===== config.mk =====
export PLATFORM = sky130hd
export DESIGN_NAME = trig_sync_arm
export DESIGN_NICKNAME = d
export VERILOG_FILES = /design/src/rtl/trig_sync_pkg.sv /design/src/rtl/trig_sync_ch.sv /design/src/rtl/trig_sync_arm.sv
export SDC_FILE = /design/constraint.sdc
export NUM_CORES = 1
export LEC_CHECK = 0
export ABC_CLOCK_PERIOD_IN_PS = 5100
export CAP_MARGIN = 10
export CORE_MARGIN = 4
export CORE_UTILIZATION = 60
export CTS_BUF_LIST = sky130_fd_sc_hd__clkbuf_2 sky130_fd_sc_hd__clkbuf_4 sky130_fd_sc_hd__clkbuf_8
export DETAILED_ROUTE_END_ITERATION = 6
export HOLD_SLACK_MARGIN = 0.02
export PLACE_DENSITY = 0.91
export SLEW_MARGIN = 15
export SYNTH_ARGS = -nofsm -noshare
export SYNTH_HDL_FRONTEND = slang
export SYNTH_SLANG_ARGS = --single-unit

===== constraint.sdc =====
create_clock -name sysClk -period 5.1 [get_ports sysClk]
set_clock_uncertainty 0.15 [all_clocks]
set_input_delay 0.51 -clock sysClk [delete_from_list [all_inputs] [get_ports sysClk]]
set_output_delay 0.51 -clock sysClk [all_outputs]
set_load 0.005 [all_outputs]

===== src/rtl/trig_sync_pkg.sv =====
// ============================================================================
// trig_sync_pkg
// Shared types and constants for the multi-channel trigger synchronizer.
// Revision: 1.0
// ============================================================================
`default_nettype none

package trig_sync_pkg;

    typedef enum logic [1:0] {
        IDLE  = 2'd0,
        ARMED = 2'd1,
        FIRE  = 2'd2
    } ch_state_e;

    localparam int DEF_N_CH  = 4;
    localparam int DEF_CNT_W = 8;
    localparam int DEF_PW_W  = 4;

    localparam logic MODE_ONESHOT = 1'b0;
    localparam logic MODE_CONT    = 1'b1;

endpackage

`default_nettype wire


===== src/rtl/trig_sync_ch.sv =====
// ============================================================================
// trig_sync_ch
// One trigger channel: arm/disarm FSM, edge counter and pulse-width timer.
// Revision: 1.0
// ============================================================================
`default_nettype none

module trig_sync_ch
    import trig_sync_pkg::*;
#(
    parameter int CNT_W = DEF_CNT_W,
    parameter int PW_W  = DEF_PW_W
) (
    input  logic             sysClk,
    input  logic             reset,
    input  logic             arm_i,
    input  logic             disarm_i,
    input  logic             tedge_i,
    input  logic [CNT_W-1:0] skip_cnt_i,
    input  logic [PW_W-1:0]  pulse_w_i,
    input  logic             cont_i,
    output logic             sync_o,
    output logic             armed_o,
    output logic             done_o
);

    ch_state_e        state_q, state_d;
    logic [CNT_W-1:0] count_q, count_d;
    logic [CNT_W-1:0] skip_q,  skip_d;
    logic [PW_W-1:0]  pw_q,    pw_d;
    logic [PW_W-1:0]  pwcnt_q, pwcnt_d;
    logic             cont_q,  cont_d;
    logic             done_q,  done_d;
    logic [PW_W-1:0]  pw_load;

    // A programmed width of 0 behaves as a single-cycle pulse.
    assign pw_load = (pw_q == '0) ? '0 : pw_q - PW_W'(1);

    always_ff @(posedge sysClk) begin
        if (reset) begin
            state_q <= IDLE;
            count_q <= '0;
            skip_q  <= '0;
            pw_q    <= '0;
            pwcnt_q <= '0;
            cont_q  <= MODE_ONESHOT;
            done_q  <= 1'b0;
        end else begin
            state_q <= state_d;
            count_q <= count_d;
            skip_q  <= skip_d;
            pw_q    <= pw_d;
            pwcnt_q <= pwcnt_d;
            cont_q  <= cont_d;
            done_q  <= done_d;
        end
    end

    always_comb begin
        state_d = state_q;
        count_d = count_q;
        skip_d  = skip_q;
        pw_d    = pw_q;
        pwcnt_d = pwcnt_q;
        cont_d  = cont_q;
        done_d  = done_q;

        // Disarm takes priority over everything, including a same-cycle arm.
        if (disarm_i) begin
            state_d = IDLE;
            count_d = '0;
            pwcnt_d = '0;
            done_d  = 1'b0;
        end else begin
            case (state_q)
                IDLE: begin
                    if (arm_i) begin
                        skip_d  = skip_cnt_i;
                        pw_d    = pulse_w_i;
                        cont_d  = cont_i;
                        count_d = '0;
                        done_d  = 1'b0;
                        state_d = ARMED;
                    end
                end
                ARMED: begin
                    if (arm_i) begin
                        skip_d  = skip_cnt_i;
                        pw_d    = pulse_w_i;
                        cont_d  = cont_i;
                        count_d = '0;
                        done_d  = 1'b0;
                    end else if (tedge_i) begin
                        if (count_q == skip_q) begin
                            state_d = FIRE;
                            pwcnt_d = pw_load;
                        end else begin
                            count_d = count_q + CNT_W'(1);
                        end
                    end
                end
                FIRE: begin
                    if (pwcnt_q == '0) begin
                        done_d  = 1'b1;
                        count_d = '0;
                        state_d = (cont_q == MODE_CONT) ? ARMED : IDLE;
                    end else begin
                        pwcnt_d = pwcnt_q - PW_W'(1);
                    end
                end
                default: begin
                    state_d = IDLE;
                    count_d = '0;
                end
            endcase
        end
    end

    assign sync_o  = (state_q == FIRE);
    assign armed_o = (state_q == ARMED);
    assign done_o  = done_q;

endmodule

`default_nettype wire


===== src/rtl/trig_sync_arm.sv =====
// ============================================================================
// trig_sync_arm
// Shared trigger edge detector fanned out to N_CH armable sync channels.
// Revision: 1.0
// ============================================================================
`default_nettype none

module trig_sync_arm
    import trig_sync_pkg::*;
#(
    parameter int N_CH  = DEF_N_CH,
    parameter int CNT_W = DEF_CNT_W,
    parameter int PW_W  = DEF_PW_W
) (
    input  logic             sysClk,
    input  logic             reset,
    input  logic [N_CH-1:0]  arm_i,
    input  logic [N_CH-1:0]  disarm_i,
    input  logic             trig_i,
    input  logic [CNT_W-1:0] skip_cnt_i,
    input  logic [PW_W-1:0]  pulse_w_i,
    input  logic [N_CH-1:0]  cont_i,
    output logic [N_CH-1:0]  sync_o,
    output logic [N_CH-1:0]  armed_o,
    output logic [N_CH-1:0]  done_o
);

    logic trig_q;
    logic tedge;

    // Resetting to 1 keeps a trigger held high through reset from looking like an edge.
    always_ff @(posedge sysClk) begin
        if (reset) begin
            trig_q <= 1'b1;
        end else begin
            trig_q <= trig_i;
        end
    end

    assign tedge = trig_i & ~trig_q;

    for (genvar g = 0; g < N_CH; g++) begin : g_ch
        trig_sync_ch #(
            .CNT_W (CNT_W),
            .PW_W  (PW_W)
        ) u_ch (
            .sysClk     (sysClk),
            .reset      (reset),
            .arm_i      (arm_i[g]),
            .disarm_i   (disarm_i[g]),
            .tedge_i    (tedge),
            .skip_cnt_i (skip_cnt_i),
            .pulse_w_i  (pulse_w_i),
            .cont_i     (cont_i[g]),
            .sync_o     (sync_o[g]),
            .armed_o    (armed_o[g]),
            .done_o     (done_o[g])
        );
    end

endmodule

`default_nettype wire


==> results of run 1 <==
power by group:
group	internal, mW	switching, mW	total, mW	leakage, nW
logic	0.0659	0.107	0.173	1.40
clock network	0.643	0.386	1.03	0.239
registers	0.903	0.0197	0.923	0.917
placed cells by master, fill, tap and decap left out, drive strengths merged, types with 9 or more instances in the layout:
master         count
inv               22
nor4               9
or2               10
clkdlybuf4s50     37
nand2            165
mux2i             12
a31oi             10
dfxtp            113
nor3              20
and2               9
a211oi            10
nand2b            15
nand3             31
nor2              40
xor2              32
a21oi             73
o21ai             20
clkbuf            18
nor2b             12
nand4             14
and3              10
how the worst max path moves through the flow:
stage / to / slack [ns]
6_report: g_ch[2].u_ch.pwcnt_q[2]$_SDFFE_PP0P_ / 2.32
5_1_grt: g_ch[3].u_ch.count_q[5]$_SDFFE_PP0P_ / 2.19
4_1_cts: sync_o[2] / 2.33
3_5_place_dp: g_ch[2].u_ch.pwcnt_q[2]$_SDFFE_PP0P_ / 2.00
3_3_place_gp: g_ch[2].u_ch.pwcnt_q[0]$_SDFFE_PP0P_ / 2.12
2_1_floorplan: g_ch[1].u_ch.count_q[2]$_SDFFE_PP0P_ / 3.07
flip-flops by register name (all words and copies together) (netlist names):
signal and flops:
g_ch.u_ch.done_o 4, g_ch.u_ch.state_q 8, g_ch.u_ch.skip_q 32, g_ch.u_ch.pw_q 16, g_ch.u_ch.pwcnt_q 16, trig_q 1
g_ch.u_ch.count_q 32, g_ch.u_ch.cont_q 4
metal layers:
metal | up-vias | GRT usage [%]
met2 | 240 | 44.9
li1 | 2701 | -
met5 | - | 0
met1 | 2638 | 30.9
met3 | 36 | 7.74
met4 | 0 | 9.32
kinds of logic (layout without fill, tap and decap cells):
kind of cell,count (synthesis),after routing,synth area share (%)
fa+ha+maj,8,8,1.69
mux,12,12,2.03
simple gates,363,363,30.3
flops,113,113,38.3
buf+inv,66,94,5.10
compound gates,167,167,17.9
xor+xnor,32,32,4.74
critical path, stage by stage:
cell and delay [ns]:
clkdlybuf4s50_1 0.48, nor2b_1 0.82, nand4_1 0.48, and2_4 0.34, o31ai_1 0.32
stage by stage:
stage	hold slack, ns	worst slack, ns	area, sq um
floorplan	0.286	3.07	5910
global placement	0.295	2.12	6240
global route	0.328	2.19	6730
detailed placement	0.296	2.00	6240
finish	0.308	2.32	6730
CTS	0.309	2.33	6730
final cells by class:
cell class | instances | area, sq um | area share, %
timing repair buffer | 39 | 383 | 5.69
clock inverter | 14 | 236 | 3.52
sequential | 113 | 2260 | 33.6
tap | 129 | 161 | 2.40
multi-input combinational | 582 | 3350 | 49.8
inverter | 23 | 86.3 | 1.28
clock buffer | 18 | 248 | 3.68
==> run metrics, run 1 <==
worst hold start=g_ch[3].u_ch.cont_q$_SDFFE_PP0P_; first-pass iteration count of the detailed router=5; fill cell count=741; Post-synth ARST share=0%; H-tree levels=4; CP Capture Type=register; f_max=360 MHz; Std-Cell Rows=35; setup bufs post-CTS=0; gr ovfl total=0; Post-Synthesis Cells=between 700 and 800; clk_lat worst skew=0.44 ns; port bufs=38; CTS max path bufs=2; layout cell share with drive strength beyond 1=between 7 and 8%; effective utilization at floorplan=62.8%; Antenna Cells=0; Hold Path Sink=g_ch[3].u_ch.cont_q$_SDFFE_PP0P_; clk sink count=113; Tcrit/Tclk final=54.5%; sequential fraction of the synthesis area=38.3%; GRT Total Usage=26.2%; Worst R2R End=g_ch[3].u_ch.count_q[5]$_SDFFE_PP0P_; Syn Nets=~800; Synth Area per Inst=7.77 sq um; crit-path max FO=10; CTS tree=done; dominant cell type by area after synthesis=dfxtp_1; Residual DRC=0; final count of negative-setup-slack endpoints=0; placed cell count=886; Overall Power=2.13 mW; peak supply drop=between 200 and 300 uV; Reg2Reg Setup Slack=2.35 ns; most frequent cell after synthesis=nand2_1; Layout area overhead=13.8%; Leak=between 2 and 3 nW; CTS Buf Count=17; final net count=811; wire per inst=15.8 um; R2R Path Start=g_ch[3].u_ch.pwcnt_q[0]$_SDFFE_PP0P_; minimum clock period=roughly 2.8 ns; Slew @ Worst Pin=1.14 ns; Max Slew Vio Count=0; die width=around 110 um; # IOs=39; hold crit path type=register to register; CP arrival=2.95 ns; CP Class=primary input to register; Worst setup SP type=primary input; R2R depth=7; Setup TNS=0 ns; initial antenna violation count=0; post-synth top area share=38.3%; Pwr Density=316 nW/um^2; hpwl dp=10.1 mm; largest net degree at the start of global routing=33; Max Cap Viol=0; first-pass GRT wire length=around 24 mm; RSZ-0062 raised after global routing=false; number of synthesized register bits=113; clock transition at the registers of the reported paths=about 0.070 ns; Die Y=107 um; library cells used by synthesis=61; die footprint=~12000 sq um; Worst Setup SP=trig_i; hold path depth=2; Finished Core Util=71.4%; Synth area leaders=dfxtp_1 38%, nand2_1 10%, a21oi_1 6.1%; met2 wire len=7.29 mm; number of synthesized flops with an enable pin=0; outcome=finished, final reports clean; Post-Syn Area=about 5900 sq um; final hold vios=0; Routed Antenna Nets=0; CTS Root Cell=clkbuf_8; DR top layer=met4; synth cell count leaders=165 x nand2_1, 113 x dfxtp_1, 72 x a21oi_1; drt total wl=around 15 mm; 1st-iter DRT viols=320; slew margin rel.=approximately a quarter; Via density=about 6; Top FF cell, synth=dfxtp_1; core area=9420 sq um; CTS Hold Bufs=0; Layout Cells excl Fill=918; Vias=5615; Placer Congestion=around 0.90; Yosys warnings=0; post_cts resized=0; vias in the first global route=5389; met3 WL=around 1.1 mm; Req. time, crit path=5.28 ns; DRT met1 WL=around 5.9 mm
No activity file was read; power rests on OpenSTA's default activity.
==> run 2, diff against run 1 <==
--- a/config.mk
+++ b/config.mk
@@ -5,7 +5,7 @@
 export SDC_FILE = /design/constraint.sdc
 export NUM_CORES = 1
 export LEC_CHECK = 0
-export ABC_CLOCK_PERIOD_IN_PS = 5100
+export ABC_CLOCK_PERIOD_IN_PS = 2620
 export CAP_MARGIN = 10
 export CORE_MARGIN = 4
 export CORE_UTILIZATION = 60
==> constraint.sdc (replaced) <==
create_clock -name sysClk -period 2.62 [get_ports sysClk]
set_clock_uncertainty 0.15 [all_clocks]
set_input_delay 0.262 -clock sysClk [delete_from_list [all_inputs] [get_ports sysClk]]
set_output_delay 0.262 -clock sysClk [all_outputs]
set_load 0.005 [all_outputs]
==> run metrics, run 2 (synthesis results as in run 1) <==
outcome=finished, final reports clean (unchanged); clock transition at the registers of the reported paths=0.07 ns (about the same); initial antenna violation count=0 (unchanged); gr ovfl total=0 (unchanged); Max Cap Viol=0 (unchanged); effective utilization at floorplan=62.8% (unchanged); Req. time, crit path=2.80 ns (was 5.28 ns); drt total wl=16.0 mm (was 14.5 mm); 1st-iter DRT viols=514 (was 320); final hold vios=0 (unchanged); first-pass iteration count of the detailed router=5 (unchanged); die footprint=11500 sq um (unchanged); Worst setup SP type=register (was primary input); Via density=6.29 (was 6.12); final net count=826 (was 811); hold crit path type=primary input to register (was register to register); vias in the first global route=5748 (was 5389); die width=107 um (unchanged); Fin Hold WS=0.121 ns (was 0.308 ns); minimum clock period=2.37 ns; crit-path max FO=5 (was 10); wire per inst=17.1 um (was 15.8 um); Die Y=107 um (unchanged); layout cell share with drive strength beyond 1=8.96% (was 7.10%); fill cell count=684 (was 741); port bufs=38 (unchanged); RSZ-0062 raised after global routing=false (unchanged); most common cell after layout, fill and taps aside=nand2_1 (unchanged); Leak=2.64 nW (was 2.56 nW); clk sink count=113 (unchanged); largest registers=g_ch.u_ch.count_q x32, g_ch.u_ch.skip_q x32 (unchanged); Residual DRC=0 (unchanged); GRT Total Usage=28.8% (was 26.2%); CP Class=register to register (was primary input to register); CTS max path bufs=2 (unchanged); Tcrit/Tclk final=90.3%; Antenna Cells=0 (unchanged); Pwr Density=604 nW/um^2 (was 316 nW/um^2); CP Capture Type=register (unchanged); hpwl dp=10.8 mm (was 10.1 mm); Layout area overhead=15.5% (was 13.8%); FF/Latch Area=2260 sq um (unchanged); Std-Cell Rows=35 (unchanged); CTS Root Cell=clkbuf_8 (unchanged); f_max=between 400 and 500 MHz; most frequent cells in the layout=165 x nand2_1, 113 x dfxtp_1, 72 x a21oi_1 (unchanged); Vias=5871 (was 5615); H-tree levels=4 (unchanged); # IOs=39 (unchanged); core area=9420 sq um (unchanged); area of the multi-input gates=3360 sq um (was 3350 sq um); CTS Hold Bufs=0 (unchanged); Max Slew Vio Count=0 (unchanged); Finished Core Util=72.6% (was 71.4%); Slew @ Worst Pin=0.634 ns (was 1.14 ns); final count of negative-setup-slack endpoints=0 (unchanged); Placer Congestion=0.934 (was 0.902); post_cts resized=0 (unchanged); Routed Antenna Nets=0 (unchanged); Setup TNS=0 ns (unchanged); clk_lat worst skew=0.45 ns (was 0.44 ns); CP arrival=2.55 ns (was 2.95 ns); setup bufs post-CTS=0 (unchanged); peak supply drop=515 uV (was 273 uV); CTS Buf Count=17 (unchanged); first-pass GRT wire length=26.6 mm (was 24.2 mm); CTS tree=done (unchanged); largest net degree at the start of global routing=31 (was 33); slew margin rel.=57.6% (was 23.8%)
[run 2: layer usage]
metal,GRT usage (%),wire length (um),vias up
met1,34.1,6160,2742
met4,13.7,589,0
met3,6.96,1450,72
met2,49.0,7770,321
li1,-,-,2736
met5,0,0,-
[run 2: area by class of cell]
cell class	count	area share [%]
multi-input cells	582	49.1
inverters	23	1.26
well taps	129	2.36
clock inverters	10	2.64
repair buffers	54	7.25
clock buffers	22	4.25
flip-flops and latches	113	33.1
[run 2: report_power, final]
| part | switching (mW) | internal [mW] | leakage, nW | total [mW] |
|---|---|---|---|---|
| clock | 0.742 | 1.22 | 0.236 | 1.97 |
| sequential | 0.0406 | 1.76 | 0.917 | 1.80 |
| combinational | 0.221 | 0.140 | 1.48 | 0.362 |
| total | 1.00 | 3.12 | 2.64 | 4.13 |
[run 2: final timing paths]
check / from / to / slack [ns] / cells past startpoint
max reg2reg: g_ch[0].u_ch.pwcnt_q[0]$_SDFFE_PP0P_ / g_ch[0].u_ch.count_q[0]$_SDFFE_PP0P_ / 0.25 / 7
min reg2reg: g_ch[0].u_ch.cont_q$_SDFFE_PP0P_ / g_ch[0].u_ch.cont_q$_SDFFE_PP0P_ / 0.31 / 2
min: reset / g_ch[2].u_ch.pw_q[1]$_SDFFE_PP0P_ / 0.12 / 2
max: g_ch[0].u_ch.pwcnt_q[0]$_SDFFE_PP0P_ / g_ch[0].u_ch.count_q[0]$_SDFFE_PP0P_ / 0.25 / 7
[run 2: worst max-delay path, stage by stage (launching register included)]
cell	delay, ns
dfxtp_1	0.31
inv_1	0.09
ha_1	0.17
nor3b_1	0.54
a211oi_1	0.28
a211oi_1	0.45
nand3b_1	0.18
a21oi_1	0.08
[run 2: metrics by stage]
stage          worst slack, ns  power [mW]  cells  instance area, sq um
3_5_place_dp             0.270        2.18    901                  6350
2_1_floorplan            0.587        2.05    761                  5910
6_report                 0.254        4.13    933                  6830
5_1_grt                 0.0397        4.25    933                  6830
3_3_place_gp             0.427        2.16    901                  6350
4_1_cts                  0.197        4.10    933                  6830
==> patch, RTL diff (settings of run 2) <==
Make the reset (`reset`) asynchronous in 2 clocked blocks.
--- a/src/rtl/trig_sync_ch.sv
+++ b/src/rtl/trig_sync_ch.sv
@@ -36,7 +36,7 @@
     // A programmed width of 0 behaves as a single-cycle pulse.
     assign pw_load = (pw_q == '0) ? '0 : pw_q - PW_W'(1);
 
-    always_ff @(posedge sysClk) begin
+    always_ff @(posedge sysClk or posedge reset) begin
         if (reset) begin
             state_q <= IDLE;
             count_q <= '0;
--- a/src/rtl/trig_sync_arm.sv
+++ b/src/rtl/trig_sync_arm.sv
@@ -29,7 +29,7 @@
     logic tedge;
 
     // Resetting to 1 keeps a trigger held high through reset from looking like an edge.
-    always_ff @(posedge sysClk) begin
+    always_ff @(posedge sysClk or posedge reset) begin
         if (reset) begin
             trig_q <= 1'b1;
         end else begin
Formal check against the unedited RTL: differs if reset is asserted again (counterexample within 4 cycles, from zero or initial values and one cycle with reset high); with reset held inactive, the same outputs for 4 cycles.
==> patch against run 2 <==
Sequential cell count unchanged. Wire length decreased by 1.5%. Cell area grew 9.4%. Sequential power rose by 11%. Count of clock-buffer cells in the layout increased by 1. Worst setup slack got worse by 0.044 ns. Total power up 12%. Area after synthesis up 8.4%. Highest routed layer unchanged.
==> patch: results (changes against run 2) <==
GRT Util Overall 26.3% (was 28.8%); slowest CP cell or4_1 (was nor3b_1); # clk buffers 23 (was 22); Max FO, Critical Path 6 (was 5); first-pass GRT wire length 26.4 mm (was 26.6 mm); Crit. Startpoint g_ch[0].u_ch.count_q[3] (was g_ch[0].u_ch.pwcnt_q[0]); WL met1 6.31 mm (was 6.16 mm); initial DRC count 547 (was 514); hold endpoint trig_q (was g_ch[2].u_ch.pw_q[1]); leakage 3.25 nW (was 2.64 nW); CP peak stage delay 0.57 ns (was 0.54 ns); DR WL met3 979 um (was 1.45 mm); Non-clock buffer share 7.30% (was 7.25%); sequential power share 43.2% (was 43.6%); Non-clock buffers 58 (was 54); vias per std cell 6.33 (was 6.29); syn nets 700 (was 796); VDD IR-drop max 455 uV (was 515 uV); WL met2 7.88 mm (was 7.77 mm); Final Non-Filler Cells 853 (was 933); clock tree cell share of total cell area 6.50% (was 6.89%); share of layout cells above drive strength 1 16.5% (was 8.96%); clock tree buffer depth 2 (unchanged); #MultiIn Comb 465 (was 582); Logic inverters 49 (was 23); Yosys cell types 66 (was 61); top cell family by delay on the critical path simple AND/OR/NAND/NOR gates (was compound AO/OA/AOI/OAI gates); FF-to-FF path depth 5 (was 7); Gate power share 13.6% (was 8.8%); GP Congestion 0.947 (was 0.934); Hold Startpoint trig_i (was reset); sequential area share after synthesis 44.1% (was 38.3%); Wirelength per Cell 18.4 um (was 17.1 um); fill count 687 (was 684); vias in the first global route 5414 (was 5748); status finished clean (unchanged); RR Startpoint g_ch[0].u_ch.count_q[3] (was g_ch[0].u_ch.pwcnt_q[0]); fin nets 751 (was 826); DP Wirelength 10.7 mm (was 10.8 mm); Highest Signal Layer met4 (unchanged); hold buffers post-CTS 1 (was 0); Seq. cell area 2830 um2 (was 2260 um2); sw frac 25.3% (was 24.3%); R2R setup slack 0.21 ns (was 0.25 ns); GR Util met2 44.1% (was 49.0%); met1 Use GR 32.8% (was 34.1%); critical path arrival 2.62 ns (was 2.55 ns); placed cells 820 (was 901); Slew Limit Headroom 40.4% (was 57.6%); met3 Use GR 5.87% (was 6.96%); CTS resizes 0 (unchanged); Worst Hold Depth 1 (was 2); largest net degree at the start of global routing 85 (was 31); cells after synthesis 653 (was 761); Async SR Flop Fraction 100% (was 0%); area occupied by multi-input gates 3250 um2 (was 3360 um2)
patch: cell count changes after synthesis, sizes merged, moves of 8 or more:
cell,change
nand4,-9
dfxtp,-113
mux2,+44
or4,+8
o21ai,+22
inv,+25
a21oi,-52
dfrtp,+112
ha,+12
xor2,-9
nand2,-130
clkbuf,-15
xnor2,+10
patch: metrics by stage:
stage	instance area, um2	total power, mW	worst slack [ns]	hold WS [ns]	utilization, %
4_1_cts	7470	4.62	0.234	0.150	72.0
5_1_grt	7470	4.78	0.0684	0.162	72.0
3_5_place_dp	6980	2.62	0.208	0.355	67.3
2_1_floorplan	6410	2.40	0.325	0.116	-
6_report	7470	4.61	0.210	0.180	72.0
3_3_place_gp	6980	2.57	0.235	0.326	67.3
patch: cell families after synthesis:
kind of cell	count (synthesis)	synth area share, %
buffers and inverters	75	5.21
and+or+nand+nor	220	18.5
AOI/OAI and AO/OA	142	15.1
DFF	113	44.1
xor gates and xnor gates	33	4.51
adders and majority gates	20	3.90
muxes	50	8.67
